`src/rtl/kpn_pair_adder_process_pkg.sv`:
```
`default_nettype none
// ============================================================================
// Module   : kpn_pair_adder_process_pkg
// Brief    : Shared KPN definitions: token width/type, pair-adder FSM state
//            encoding, saturation constant and a saturating-add helper.
// Revision : 1.0 - initial release
// ============================================================================
package kpn_pair_adder_process_pkg;

    // Default token width used across the KPN queue/process stages.
    localparam int KPN_BITS_NUMBER = 16;

    // A single KPN token.
    typedef logic [KPN_BITS_NUMBER-1:0] token_t;

    // Pair-adder FSM state encoding.
    localparam logic [1:0] c_WAIT_A = 2'd0;
    localparam logic [1:0] c_WAIT_B = 2'd1;
    localparam logic [1:0] c_PUSH   = 2'd2;

    // Value pushed when a sum overflows the token width.
    localparam token_t c_TOKEN_ONES = '1;

    // Saturating add at the default token width (carry forces all-ones).
    function automatic token_t sat_add(input token_t a, input token_t b);
        logic [KPN_BITS_NUMBER:0] s;
        s = {1'b0, a} + {1'b0, b};
        return s[KPN_BITS_NUMBER] ? c_TOKEN_ONES : s[KPN_BITS_NUMBER-1:0];
    endfunction

endpackage : kpn_pair_adder_process_pkg
`default_nettype wire

```
`src/rtl/kpn_token_fifo.sv`:
```
`default_nettype none
// ============================================================================
// Module   : kpn_token_fifo
// Brief    : First-word fall-through circular token FIFO with push/pop
//            arbitration. Full is judged before any same-edge pop, so a push
//            into a full FIFO is refused even if a pop frees a slot that edge.
// Revision : 1.0 - initial release
// ============================================================================
module kpn_token_fifo #(
    parameter int WIDTH     = 16,
    parameter int ADDR_BITS = 3
) (
    input  logic             clk,
    input  logic             reset,
    input  logic             push,
    input  logic [WIDTH-1:0] push_data,
    input  logic             pop,
    output logic [WIDTH-1:0] pop_data,
    output logic             empty,
    output logic             full
);

    localparam int                   c_DEPTH     = 2 ** ADDR_BITS;
    localparam logic [ADDR_BITS:0]   c_DEPTH_CNT = {1'b1, {ADDR_BITS{1'b0}}};
    localparam logic [ADDR_BITS:0]   c_CNT_ONE   = {{ADDR_BITS{1'b0}}, 1'b1};
    localparam logic [ADDR_BITS-1:0] c_PTR_ONE   = {{(ADDR_BITS-1){1'b0}}, 1'b1};

    logic [WIDTH-1:0]     r_mem [c_DEPTH];
    logic [ADDR_BITS-1:0] r_w_ptr;
    logic [ADDR_BITS-1:0] r_r_ptr;
    logic [ADDR_BITS:0]   r_count;

    logic w_full;
    logic w_empty;
    logic w_push_ok;
    logic w_pop_ok;

    assign w_full    = (r_count == c_DEPTH_CNT);
    assign w_empty   = (r_count == '0);
    // Push on empty always wins; a pop on empty is simply ignored.
    assign w_push_ok = push & ~w_full;
    assign w_pop_ok  = pop & ~w_empty;

    assign full     = w_full;
    assign empty    = w_empty;
    // Head is presented combinationally; an empty FIFO reads as zero.
    assign pop_data = w_empty ? '0 : r_mem[r_r_ptr];

    // Storage write; contents need no reset because empty masks the head.
    always_ff @(posedge clk) begin
        if (w_push_ok) begin
            r_mem[r_w_ptr] <= push_data;
        end
    end

    // Pointer and occupancy tracking; pointers wrap naturally modulo depth.
    always_ff @(posedge clk or posedge reset) begin
        if (reset) begin
            r_w_ptr <= '0;
            r_r_ptr <= '0;
            r_count <= '0;
        end else begin
            if (w_push_ok) begin
                r_w_ptr <= r_w_ptr + c_PTR_ONE;
            end
            if (w_pop_ok) begin
                r_r_ptr <= r_r_ptr + c_PTR_ONE;
            end
            case ({w_push_ok, w_pop_ok})
                2'b10:   r_count <= r_count + c_CNT_ONE;
                2'b01:   r_count <= r_count - c_CNT_ONE;
                default: r_count <= r_count;
            endcase
        end
    end

endmodule : kpn_token_fifo
`default_nettype wire

```
`src/rtl/kpn_pair_adder_process.sv`:
```
`default_nettype none
// ============================================================================
// Module   : kpn_pair_adder_process
// Brief    : KPN process stage. Pairs consecutive input tokens A,B and pushes
//            the saturating sum A+B into an output token FIFO. Tokens offered
//            while the stage is busy are counted in a saturating drop counter.
// Revision : 1.0 - initial release
// ============================================================================
module kpn_pair_adder_process
    import kpn_pair_adder_process_pkg::*;
#(
    parameter int BITS_NUMBER   = KPN_BITS_NUMBER,
    parameter int FIFO_ELEMENTS = 3,
    parameter int DROP_CNT_BITS = 8
) (
    input  logic                     clk,
    input  logic                     reset,
    input  logic [BITS_NUMBER-1:0]   in_data,
    input  logic                     in_wr,
    output logic                     in_rd,
    output logic [BITS_NUMBER-1:0]   out_data,
    output logic                     out_empty,
    output logic                     out_full,
    input  logic                     out_rd,
    output logic [DROP_CNT_BITS-1:0] drop_cnt
);

    localparam logic [DROP_CNT_BITS-1:0] c_DROP_ONE = {{(DROP_CNT_BITS-1){1'b0}}, 1'b1};
    localparam logic [BITS_NUMBER-1:0]   c_SAT_ONES = {BITS_NUMBER{1'b1}};

    logic [1:0]               r_state;
    logic [1:0]               w_next_state;
    logic [BITS_NUMBER-1:0]   r_reg_a;
    logic [BITS_NUMBER-1:0]   r_reg_b;
    logic [BITS_NUMBER:0]     w_sum;
    logic [BITS_NUMBER-1:0]   w_push_data;
    logic                     w_in_rd;
    logic                     w_push_req;
    logic                     w_accept;
    logic                     w_drop;
    logic                     w_fifo_full;
    logic                     w_fifo_empty;
    logic [DROP_CNT_BITS-1:0] r_drop_cnt;

    assign w_accept = in_wr & w_in_rd;
    assign w_drop   = in_wr & ~w_in_rd;

    // Sum one bit wider than a token; a carry saturates to all-ones.
    assign w_sum       = {1'b0, r_reg_a} + {1'b0, r_reg_b};
    assign w_push_data = w_sum[BITS_NUMBER] ? c_SAT_ONES : w_sum[BITS_NUMBER-1:0];

    // FSM state register.
    always_ff @(posedge clk or posedge reset) begin
        if (reset) begin
            r_state <= c_WAIT_A;
        end else begin
            r_state <= w_next_state;
        end
    end

    // FSM next state: collect A, collect B, then retry the push until it fits.
    always_comb begin
        w_next_state = r_state;
        case (r_state)
            c_WAIT_A: if (w_accept)     w_next_state = c_WAIT_B;
            c_WAIT_B: if (w_accept)     w_next_state = c_PUSH;
            c_PUSH:   if (!w_fifo_full) w_next_state = c_WAIT_A;
            default:                    w_next_state = c_WAIT_A;
        endcase
    end

    // FSM outputs: ready while collecting operands, push request in PUSH.
    always_comb begin
        w_in_rd    = 1'b0;
        w_push_req = 1'b0;
        case (r_state)
            c_WAIT_A: w_in_rd    = 1'b1;
            c_WAIT_B: w_in_rd    = 1'b1;
            c_PUSH:   w_push_req = 1'b1;
            default: begin
                w_in_rd    = 1'b0;
                w_push_req = 1'b0;
            end
        endcase
    end

    // Operand capture; reset discards any half-formed pair.
    always_ff @(posedge clk or posedge reset) begin
        if (reset) begin
            r_reg_a <= '0;
            r_reg_b <= '0;
        end else begin
            if (w_accept && (r_state == c_WAIT_A)) begin
                r_reg_a <= in_data;
            end
            if (w_accept && (r_state == c_WAIT_B)) begin
                r_reg_b <= in_data;
            end
        end
    end

    // Refused-token counter, saturating at all-ones.
    always_ff @(posedge clk or posedge reset) begin
        if (reset) begin
            r_drop_cnt <= '0;
        end else if (w_drop && (r_drop_cnt != '1)) begin
            r_drop_cnt <= r_drop_cnt + c_DROP_ONE;
        end
    end

    kpn_token_fifo #(
        .WIDTH     (BITS_NUMBER),
        .ADDR_BITS (FIFO_ELEMENTS)
    ) u_out_fifo (
        .clk       (clk),
        .reset     (reset),
        .push      (w_push_req),
        .push_data (w_push_data),
        .pop       (out_rd),
        .pop_data  (out_data),
        .empty     (w_fifo_empty),
        .full      (w_fifo_full)
    );

    assign in_rd     = w_in_rd;
    assign out_empty = w_fifo_empty;
    assign out_full  = w_fifo_full;
    assign drop_cnt  = r_drop_cnt;

endmodule : kpn_pair_adder_process
`default_nettype wire

```
`config.mk`:
```
export PLATFORM = sky130hd
export DESIGN_NAME = kpn_pair_adder_process
export DESIGN_NICKNAME = d
export VERILOG_FILES = /design/src/rtl/kpn_pair_adder_process_pkg.sv /design/src/rtl/kpn_token_fifo.sv /design/src/rtl/kpn_pair_adder_process.sv
export SDC_FILE = /design/constraint.sdc
export NUM_CORES = 1
export LEC_CHECK = 0
export CAP_MARGIN = 20
export CORE_ASPECT_RATIO = 0.6
export CORE_MARGIN = 8
export CORE_UTILIZATION = 35
export CTS_BUF_LIST = sky130_fd_sc_hd__clkbuf_4 sky130_fd_sc_hd__clkbuf_8 sky130_fd_sc_hd__clkbuf_16
export CTS_CLUSTER_DIAMETER = 100
export DETAILED_ROUTE_END_ITERATION = 12
export PLACE_DENSITY_LB_ADDON = 0.2
export RECOVER_POWER = 50
export SYNTH_ARGS = -nofsm -noshare
export SYNTH_HDL_FRONTEND = slang
export SYNTH_SLANG_ARGS = --single-unit
```
`constraint.sdc`:
```
create_clock -name clk -period 3.4 [get_ports clk]
set_clock_uncertainty 0.1 [all_clocks]
set_input_delay 0.34 -clock clk [delete_from_list [all_inputs] [get_ports clk]]
set_output_delay 0.34 -clock clk [all_outputs]
set_load 0.01 [all_outputs]
```
# Word level (Yosys, flattened, before mapping)
# Memories as Yosys holds them, arrays and structs flattened.
# Cells that the tools add are included.
# op_classes
addsub	6
eq_ne	9
muxes	11
bitwise	7
n_reduce_logical	8
# ops
op	count
2-to-1 mux 16 bit	2
adder 16 x 16 -> 17 bit	1
adder 8 x 1 -> 8 bit, second input constant	1
inequality test 8 bit, second input constant	1
case mux 4 bit (2 select lines)	1
adder 3 x 1 -> 3 bit, second input constant	2
2-to-1 mux 2 bit	3
inequality test 2 bit, second input constant	3
case mux 2 bit (3 select lines)	1
adder 4 x 1 -> 4 bit, second input constant	1
AND 1 bit	4
== test 2 x 1 -> 1 bit, second input constant	2
== test 2 bit, second input constant	2
== test 4 bit, second input constant	1
logical NOT 4 bit	1
2-to-1 mux 1 bit	4
subtractor 4 x 1 -> 4 bit, second input constant	1
logical AND 1 bit	3
inverter 1 bit	3
AND reduction 3 bit	1
logical NOT 2 bit	1
nonzero test 2 bit	1
OR reduction 2 bit	1
# word_totals
reg_bits	52
mem_bits_rw	128
wordCells	49
mem_count	1
# memory_table
name	depth	width	rd	rd_clocked_by_memory_dff	wr	line_no	text
u_out_fifo.r_mem	8	16	1	0	1	kpn_token_fifo.sv:28	logic [WIDTH-1:0] r_mem [c_DEPTH];

# Longest topological paths before layout
# Gate-level depths: netlist of run 1.
# logic_depth
word_depth	6
ltp_mapped	11
mapped_depth_nobuf	10

# Cells and area by module
# A second synthesis of run 1 with hierarchy kept.
# hier_totals
hier_cells	469
area_unflattened_um2	7897.6
# modules_own_cells
mod	n_inst	cells_each	area_each_um2	seq_area_each_um2
kpn_token_fifo	1	252	5426.5	4093.9
kpn_pair_adder_process	1	217	2471.1	1051.0

# Worst setup path before layout of run 1
# OpenSTA, ideal clock, no wires.
# synth_timing
path_kind	register to register
from	register u_out_fifo.r_count[1]
to	memory u_out_fifo.r_mem[1][0], enable pin
setup_time_ns	0.409
arrival_ns	2.490
path_slack_ns	0.401
stages_incl_launch_ff	6
n_path_buf	1
synth_period_minus_slack_ns	2.999
path_cell_list	dfrtp_1 > clkbuf_1 > nor4b_1 > nor3_1 > nand2_1 > nor3_1
# synth_via
elab_chain_cells	5
# synth_lines
element	line_no	text
from (decl)	kpn_token_fifo.sv:31	logic [ADDR_BITS:0] r_count;
from (signal assigned)	kpn_token_fifo.sv:70	2'b10: r_count <= r_count + c_CNT_ONE;
from (signal assigned)	kpn_token_fifo.sv:71	2'b01: r_count <= r_count - c_CNT_ONE;
from (signal assigned)	kpn_token_fifo.sv:72	default: r_count <= r_count;
== test 4 bit	kpn_token_fifo.sv:38	assign w_full = (r_count == c_DEPTH_CNT);
net out_full	kpn_pair_adder_process.sv:23	output logic out_full,
inverter 1 bit	kpn_token_fifo.sv:41	assign w_push_ok = push & ~w_full;
AND 1 bit	kpn_token_fifo.sv:41	
2-to-1 mux 1 bit	kpn_token_fifo.sv:51	if (w_push_ok) begin
2-to-1 mux 1 bit (not written as such)	kpn_token_fifo.sv:52	r_mem[r_w_ptr] <= push_data;
to (decl)	kpn_token_fifo.sv:28	
# The timed path passes the listed nets, and every way through them passes these cells.

# Worst setup path in the final report of run 1
# layout_timing
from	register r_reg_a[0]
to	memory u_out_fifo.r_mem[2][14], data pin
# layout_via
elab_chain_cells	2
# layout_lines
element	line_no	text
from (decl)	kpn_pair_adder_process.sv:33	logic [BITS_NUMBER-1:0] r_reg_a;
from (signal assigned)	kpn_pair_adder_process.sv:94	r_reg_a <= in_data;
adder 16 x 16 -> 17 bit	kpn_pair_adder_process.sv:49	assign w_sum = {1'b0, r_reg_a} + {1'b0, r_reg_b};
2-to-1 mux 16 bit	kpn_pair_adder_process.sv:50	assign w_push_data = w_sum[BITS_NUMBER] ? c_SAT_ONES : w_sum[BITS_NUMBER-1:0];
net u_out_fifo.push_data[14]	kpn_token_fifo.sv:16	input logic [WIDTH-1:0] push_data,
# The timed path passes the listed nets, and every way through them passes these cells.

==> results of run 1 <==
Yosys cell counts, drive strengths merged (2+ instances only):
| master | count | area (µm²) |
|---|---|---|
| a21oi | 12 | 60.1 |
| a221oi | 2 | 23.8 |
| nor3 | 5 | 25.0 |
| a21o | 8 | 60.1 |
| clkbuf | 10 | 37.5 |
| xnor2 | 17 | 149 |
| nor3b | 2 | 15.0 |
| edfxtp | 128 | 3840 |
| nand3b | 3 | 22.5 |
| xor2 | 10 | 87.6 |
| nand3 | 3 | 15.0 |
| nand2 | 31 | 116 |
| nor2 | 32 | 120 |
| o21ai | 8 | 40.0 |
| buf | 5 | 30.0 |
| mux2 | 36 | 405 |
| o31ai | 2 | 15.0 |
| mux4 | 32 | 721 |
| ha | 22 | 275 |
| dfrtp | 52 | 1300 |
| o21a | 3 | 22.5 |
| inv | 4 | 15.0 |
| nand4 | 4 | 25.0 |
| nand2b | 6 | 37.5 |
| nor2b | 3 | 18.8 |
| mux2i | 17 | 170 |
| and3 | 5 | 31.3 |
metrics by stage:
stage / setup slack [ns] / util [%] / hold slack, ns / instances / area, µm²
floorplan: 0.401 / - / 0.362 / 474 / 7810
CTS: 0.0355 / 42.6 / 0.296 / 841 / 9370
detailed placement: 0.0502 / 39.8 / 0.384 / 809 / 8750
global route: 0.0478 / 42.4 / 0.408 / 841 / 9320
finish: 0.239 / 42.4 / 0.388 / 841 / 9320
global placement: 0.176 / 39.8 / 0.378 / 809 / 8750
how the worst min path moves through the flow:
stage                     cells past startpoint                     to  slack, ns
after floorplan                               1             r_state[0]       0.36
after global placement                        1            drop_cnt[6]       0.38
after detailed placement                      1            drop_cnt[4]       0.38
after CTS                                     2  u_out_fifo.r_count[3]       0.30
after global routing                          1            drop_cnt[4]       0.41
final                                         1            drop_cnt[4]       0.39
power by group:
| part | total, mW | internal (mW) | switching [mW] |
|---|---|---|---|
| clock network | 2.04 | 1.20 | 0.843 |
| logic | 4.70 | 2.01 | 2.69 |
| registers | 3.94 | 3.68 | 0.258 |
| total | 10.7 | 6.89 | 3.79 |
logic make-up (layout without fill, tap and decap cells):
group / count (synthesis) / after routing
adders and majority gates: 23 / 23
AOI/OAI and AO/OA: 42 / 42
buffers and inverters: 19 / 100
and+or+nand+nor: 98 / 98
DFF: 180 / 180
muxes: 85 / 85
xor gates and xnor gates: 27 / 27
registers in the layout, summed over array words and instances, names as in the netlist:
signal / count
r_reg_a: 16
u_out_fifo.r_r_ptr: 3
u_out_fifo.r_count: 4
r_state: 2
u_out_fifo.r_w_ptr: 3
r_reg_b: 16
u_out_fifo.r_mem: 128
drop_cnt: 8
repair_timing:
| action | CTS | global route |
|---|---|---|
| resized for setup | 0 | 2 |
| buffers inserted | 0 | 0 |
| endpoints found under the setup margin | 0 | 16 |
routing by layer:
layer	global-route usage, %	up-vias
li1	-	1956
met1	17.9	2219
met2	19.1	83
met3	3.25	16
met4	4.13	0
met5	0	-
cells in the final DEF, fill, tap and decap left out, drive strengths merged, types with 2 or more instances in the layout:
| cell | n |
|---|---|
| a21o | 8 |
| a21oi | 12 |
| a221oi | 2 |
| and3 | 5 |
| buf | 7 |
| bufinv | 3 |
| clkbuf | 30 |
| clkdlybuf4s50 | 36 |
| clkinv | 6 |
| dfrtp | 52 |
| dlygate4sd3 | 10 |
| edfxtp | 128 |
| ha | 22 |
| inv | 8 |
| mux2 | 36 |
| mux2i | 17 |
| mux4 | 32 |
| nand2 | 31 |
| nand2b | 6 |
| nand3 | 3 |
| nand3b | 3 |
| nand4 | 4 |
| nor2 | 32 |
| nor2b | 3 |
| nor3 | 5 |
| nor3b | 2 |
| o21a | 3 |
| o21ai | 8 |
| o31ai | 2 |
| xnor2 | 17 |
| xor2 | 10 |
area by class of cell:
class	count	area share [%]
clock buffers	19	4.79
clock inverters	13	1.83
inverters	4	0.161
multi-input cells	275	27.8
flip-flops and latches	180	55.2
well taps	286	3.84
repair buffers	64	6.31
critical path, delay by kind of cell (launching register included):
| kind | cells | cell delay, ns |
|---|---|---|
| flops | 1 | 0.38 |
| buf+inv | 1 | 0.20 |
| fa+ha+maj | 2 | 0.62 |
| simple gates | 1 | 0.27 |
| compound gates | 5 | 1.24 |
==> metrics.md, run 1 <==
| Metric | Value |
|---|---|
| Vias/cell | `5.08` |
| Count of clock tree sinks | `180` |
| Ant diodes | `0` |
| Vias in the first global route | `4509` |
| DIE HEIGHT | `132 µm` |
| Worst setup path start | `r_reg_a[0]` |
| Mux share of post-synthesis cell area | `16.6%` |
| Adder-cell share of the synthesized area | `3.78%` |
| Max FO, Critical Path | `16` |
| Synth Area in Compound Gates | `3.76%` |
| DIE WIDTH | `209 µm` |
| Iter 0 DRT Violations | `225` |
| CP Cell Sequence | `ha_1, fa_1, a21o_1, a221oi_4, o21ai_1, a41o_1, a311oi_4, buf_12, nand4_1` |
| Max VDD drop | `0.000532 V` |
| CTS clock-pin slew for the worst setup and hold paths | `0.07 ns` |
| Final Hold Viols | `0` |
| Top Layer Used | `met4` |
| Outcome | `finished, final reports clean` |
| CTS tree | `yes` |
| Worst-margin pin slew | `1.46 ns` |
| Clock buffer depth | `2` |
| Final Cycle Share | `93.0%` |
| RSZ-0062 raised after global routing | `no` |
| Initial Util | `35.6%` |
| Synth Instances | `474` |
| Number of H-tree levels | `4` |
| Port bufs | `46` |
| Setup violations, final | `0` |
| GR Util All Layers | `12.8%` |
| CP Capture Point | `u_out_fifo.r_mem[2][14]` |
| Crit end category | `register` |
| Core Region | `22000 µm²` |
| First-pass GRT wire length | `26700 µm` |
| M1 wire length | `8230 µm` |
| Initial antenna violation count | `0` |
| Synth Area in XOR/XNOR | `3.03%` |
| Slew Limit Fails | `0` |
| FILL cells | `1993` |
| Reg2Reg Launch Point | `r_reg_a[0]` |
| Grt ovf | `0` |
| Via count | `4274` |
| CP max-delay cell | `fa_1` |
| Synth cell types | `43` |
| FF-to-FF setup slack | `0.24 ns` |
| R2R depth | `9` |
| Synth warnings | `0` |
| Max stage delay on crit path | `0.40 ns` |
| Hold Crit Class | `register to register` |
| Cts hold-fix bufs | `0` |
| HPWL Detailed | `10700 µm` |
| Mapped cell area | `7810 µm²` |
| Largest net degree at the start of global routing | `38` |
| Critical R2R Capture | `u_out_fifo.r_mem[2][14]` |
| Setup TNS | `0 ns` |
| Crit path kind | `register to register` |
| Multi-input logic area | `2590 µm²` |
| WL final | `16600 µm` |
| Io pins | `47` |
| Post-synth EDFFs | `128` |
| Sequential cell area | `5150 µm²` |
| Num rows | `42` |
| Sequential fraction of the synthesis area | `65.9%` |
| Largest family of logic cells by synthesized area | `multiplexers` |
| Share of cells above drive strength 1 | `21.4%` |
| Min Tclk post-route | `3.16 ns` |
| Total Power | `10.7 mW` |
| Most used DFF post-synth | `edfxtp_1` |
| Area growth from synthesis to layout | `19.3%` |
| Critical Path Start Type | `register` |
| Pwr Density | `1150 nW/µm²` |
| CP arrival | `3.14 ns` |
| Post-Syn Area per Cell | `16.5 µm²` |
| HP Start | `drop_cnt[4]` |
| #FFs+latches synth | `180` |
| Maxcap violations | `0` |
| Area fraction in and, or, nand and nor cells after synthesis | `5.93%` |
| Asr flop ratio synth | `28.9%` |
| Lkg Pwr | `3.39 nW` |
| Slew margin rel. | `2.50%` |
| Metal3 WL | `743 µm` |
| First-pass DRT Iterations | `4` |
| CTS Root Cell | `clkbuf_16` |
| WL/cell | `19.8 µm` |
| Worst Path Required | `3.38 ns` |
| Num CTS Buffers | `17` |
| Mapped Nets | `517` |
| Gp weighted congestion | `0.767` |
| Clock Latency Late Sink | `0.43 ns` |
| Antenna Nets Post-Route | `0` |
| Die area | `27500 µm²` |
| Nets | `585` |
| Post-route DRC violation count | `0` |
| F_max | `316 MHz` |
| Metal2 WL | `7440 µm` |
Note: power is estimated with default switching activity, not from simulation.
==> run 2: changes to the inputs <==
- CAP_MARGIN: 20 -> 0
==> results of run 2 <==
The final DEF is identical to that of run 1; final timing and power are the same.
==> run 3: changes to the inputs <==
- clock period: 3.4 -> 3.8 ns (I/O delays scaled with it)
==> run 3 against run 2 <==
The run now ends with capacitance limit, slew limit left. Combinational power shrank 12%. Hold slack gained 0.0028 ns. Critical path depth grew 1. First-iteration DRC count grew 35%. Final cell count grew 0.48%. Clock power shrank 15%. Critical endpoint is now u_out_fifo.r_mem[4][2]. Highest routed layer unchanged. Maximum frequency shrank 8.8%.
==> metrics.md, run 3 (same netlist as run 1, synthesis figures left out) <==
| Metric | Value |
|---|---|
| Outcome | `complete, but fails checks` |
| Violated checks | `capacitance limit, slew limit` |
| Count of clock tree sinks | `180 (unchanged)` |
| Max VDD drop | `0.000483 V (-9.1%)` |
| Final WS setup | `0.335 ns (+0.0960 ns)` |
| F_max | `289 MHz (-8.8%)` |
| Via count | `4269 (-0.12%)` |
| Largest register FFs | `128 (unchanged)` |
| Critical Path Start Type | `register` |
| Top Layer Used | `met4` |
| Max FO, Critical Path | `9 (-7)` |
| Max stage delay on crit path | `0.41 ns (about the same)` |
| Share of cells above drive strength 1 | `21.1% (-0.33 points)` |
| First-pass GRT wire length | `26800 µm (+0.44%)` |
| DIE HEIGHT | `132 µm (unchanged)` |
| CTS clock-pin slew for the worst setup and hold paths | `0.07 ns (about the same)` |
| CP Cell Sequence | `ha_1, fa_1, a21o_1, a221oi_2, o21ai_1, a41o_1, a311oi_4, buf_4, buf_4, nand2_1` |
| Largest Register | `u_out_fifo.r_mem` |
| Slew margin rel. | `-36.1% (-39 points)` |
| Commonest non-fill, non-tap cell in the layout | `edfxtp_1` |
| Clock Latency Late Sink | `0.43 ns (about the same)` |
| Core Region | `22000 µm² (unchanged)` |
| Pwr Density | `1020 nW/µm² (-11%)` |
| Die area | `27500 µm² (unchanged)` |
| Placed cells | `809 (unchanged)` |
| Largest regs | `u_out_fifo.r_mem (128), r_reg_a (16), r_reg_b (16)` |
| Port bufs | `46 (unchanged)` |
| GR Util All Layers | `12.8% (+0.034 points)` |
| Initial Util | `35.6% (unchanged)` |
| WL final | `17000 µm (+2.0%)` |
| FILL cells | `1956 (-1.9%)` |
| CTS Root Cell | `clkbuf_16` |
| Final Hold Viols | `0 (unchanged)` |
| Vias in the first global route | `4513 (+0.089%)` |
| Metal2 WL | `7580 µm (+1.9%)` |
| Number of H-tree levels | `4 (unchanged)` |
| Ant diodes | `0 (unchanged)` |
| Slew Limit Fails | `53 (+53)` |
| Final Non-Filler Cells | `845 (+0.48%)` |
| Setup violations, final | `0 (unchanged)` |
| First-pass DRT Iterations | `5 (+1)` |
| Num CTS Buffers | `17 (unchanged)` |
| DIE WIDTH | `209 µm (unchanged)` |
| Io pins | `47 (unchanged)` |
| Crit end category | `register` |
| Nets | `589 (+0.68%)` |
| Lkg Pwr | `3.37 nW (-0.67%)` |
| WL/cell | `20.1 µm (+1.5%)` |
| Metal3 WL | `804 µm (+8.2%)` |
| Post-route DRC violation count | `0 (unchanged)` |
| Crit path kind | `register to register` |
| RSZ-0062 raised after global routing | `no` |
| Vias/cell | `5.05 (-0.59%)` |
| Hold Crit Class | `register to register` |
| Worst-margin pin slew | `2.04 ns (+0.581 ns)` |
| Num rows | `42 (unchanged)` |
| Iter 0 DRT Violations | `303 (+35%)` |
| Maxcap violations | `1 (+1)` |
| Area growth from synthesis to layout | `18.9%` |
| WP buf/inv | `2 (+1)` |
| CTS tree | `yes` |
| M1 wire length | `8370 µm (+1.7%)` |
| Cts hold-fix bufs | `0 (unchanged)` |
| Post-place setup slack | `0.227 ns (+0.177 ns)` |
| HPWL Detailed | `11300 µm (+5.8%)` |
| Min Tclk post-route | `3.46 ns (+0.304 ns)` |
| Clock buffer depth | `2 (unchanged)` |
| Largest net degree at the start of global routing | `53 (+39%)` |
| Commonest cells after routing, fill and taps aside | `128 x edfxtp_1, 51 x dfrtp_1, 36 x mux2_2` |
| CP max-delay cell | `fa_1` |
| Initial antenna violation count | `0 (unchanged)` |
| CP arrival | `3.48 ns (+0.34 ns)` |
| Most frequent cell on the critical path | `buf_4` |
| Grt ovf | `0 (unchanged)` |
| Worst Path Required | `3.82 ns (+0.44 ns)` |
| Antenna Nets Post-Route | `0 (unchanged)` |
| Gp weighted congestion | `0.767 (about the same)` |
| Setup TNS | `0 ns (unchanged)` |
| Crit path max-delay family | `compound AO/OA/AOI/OAI gates` |
| Final Cycle Share | `91.2% (-1.8 points)` |
## run 3: worst paths after layout
check,depth (start not counted),start,endpoint,slack (ns)
min in group asynchronous,2,reset,u_out_fifo.r_count[2],0.97
hold reg to reg,1,drop_cnt[4],drop_cnt[4],0.39
setup / recovery,10,r_reg_a[0],u_out_fifo.r_mem[4][2],0.34
max in group asynchronous,2,reset,u_out_fifo.r_r_ptr[0],1.32
setup reg to reg,10,r_reg_a[0],u_out_fifo.r_mem[4][2],0.34
hold / removal,1,drop_cnt[4],drop_cnt[4],0.39
## run 3: final cells by class
| type | count | area, µm² | share of cell area [%] |
|---|---|---|---|
| inverter | 4 | 15.0 | 0.162 |
| multi-input combinational | 275 | 2590 | 27.9 |
| timing repair buffer | 68 | 596 | 6.41 |
| clock inverter | 15 | 156 | 1.68 |
| tap | 286 | 358 | 3.85 |
| clock buffer | 17 | 425 | 4.58 |
| sequential | 180 | 5150 | 55.4 |
## run 3: metrics by stage
step | util [%] | total power, mW | cell area (µm²) | hold slack [ns]
2_1_floorplan | - | 6.34 | 7810 | 0.362
3_3_place_gp | 39.7 | 7.66 | 8720 | 0.379
3_5_place_dp | 39.7 | 7.80 | 8720 | 0.385
4_1_cts | 42.4 | 9.57 | 9310 | 0.400
5_1_grt | 42.3 | 10.2 | 9290 | 0.404
6_report | 42.3 | 9.50 | 9290 | 0.391
## run 3: what timing repair did
action | in CTS | in global routing
endpoints found under the setup margin | 0 | 80
setup buffers | 0 | 4
resized for setup | 0 | 1
## run 3: worst reg2reg max path: cells and delay by family (launching register included)
| kind | cells | cell delay [ns] |
|---|---|---|
| adder cells (fa/ha/maj) | 2 | 0.64 |
| flip-flops | 1 | 0.38 |
| AND/OR/NAND/NOR | 1 | 0.20 |
| buffers and inverters | 2 | 0.40 |
| AO/OA/AOI/OAI | 5 | 1.44 |
## run 3: routing by layer
metal	up-vias	GRT usage [%]
li1	1967	-
met1	2204	17.9
met2	88	19.2
met3	10	3.49
met4	0	3.74
met5	-	0
## run 3: power by group
| part | switching, mW | internal (mW) | leakage [nW] |
|---|---|---|---|
| logic | 2.32 | 1.81 | 1.32 |
| clock network | 0.754 | 0.973 | 0.287 |
| registers | 0.341 | 3.29 | 1.76 |
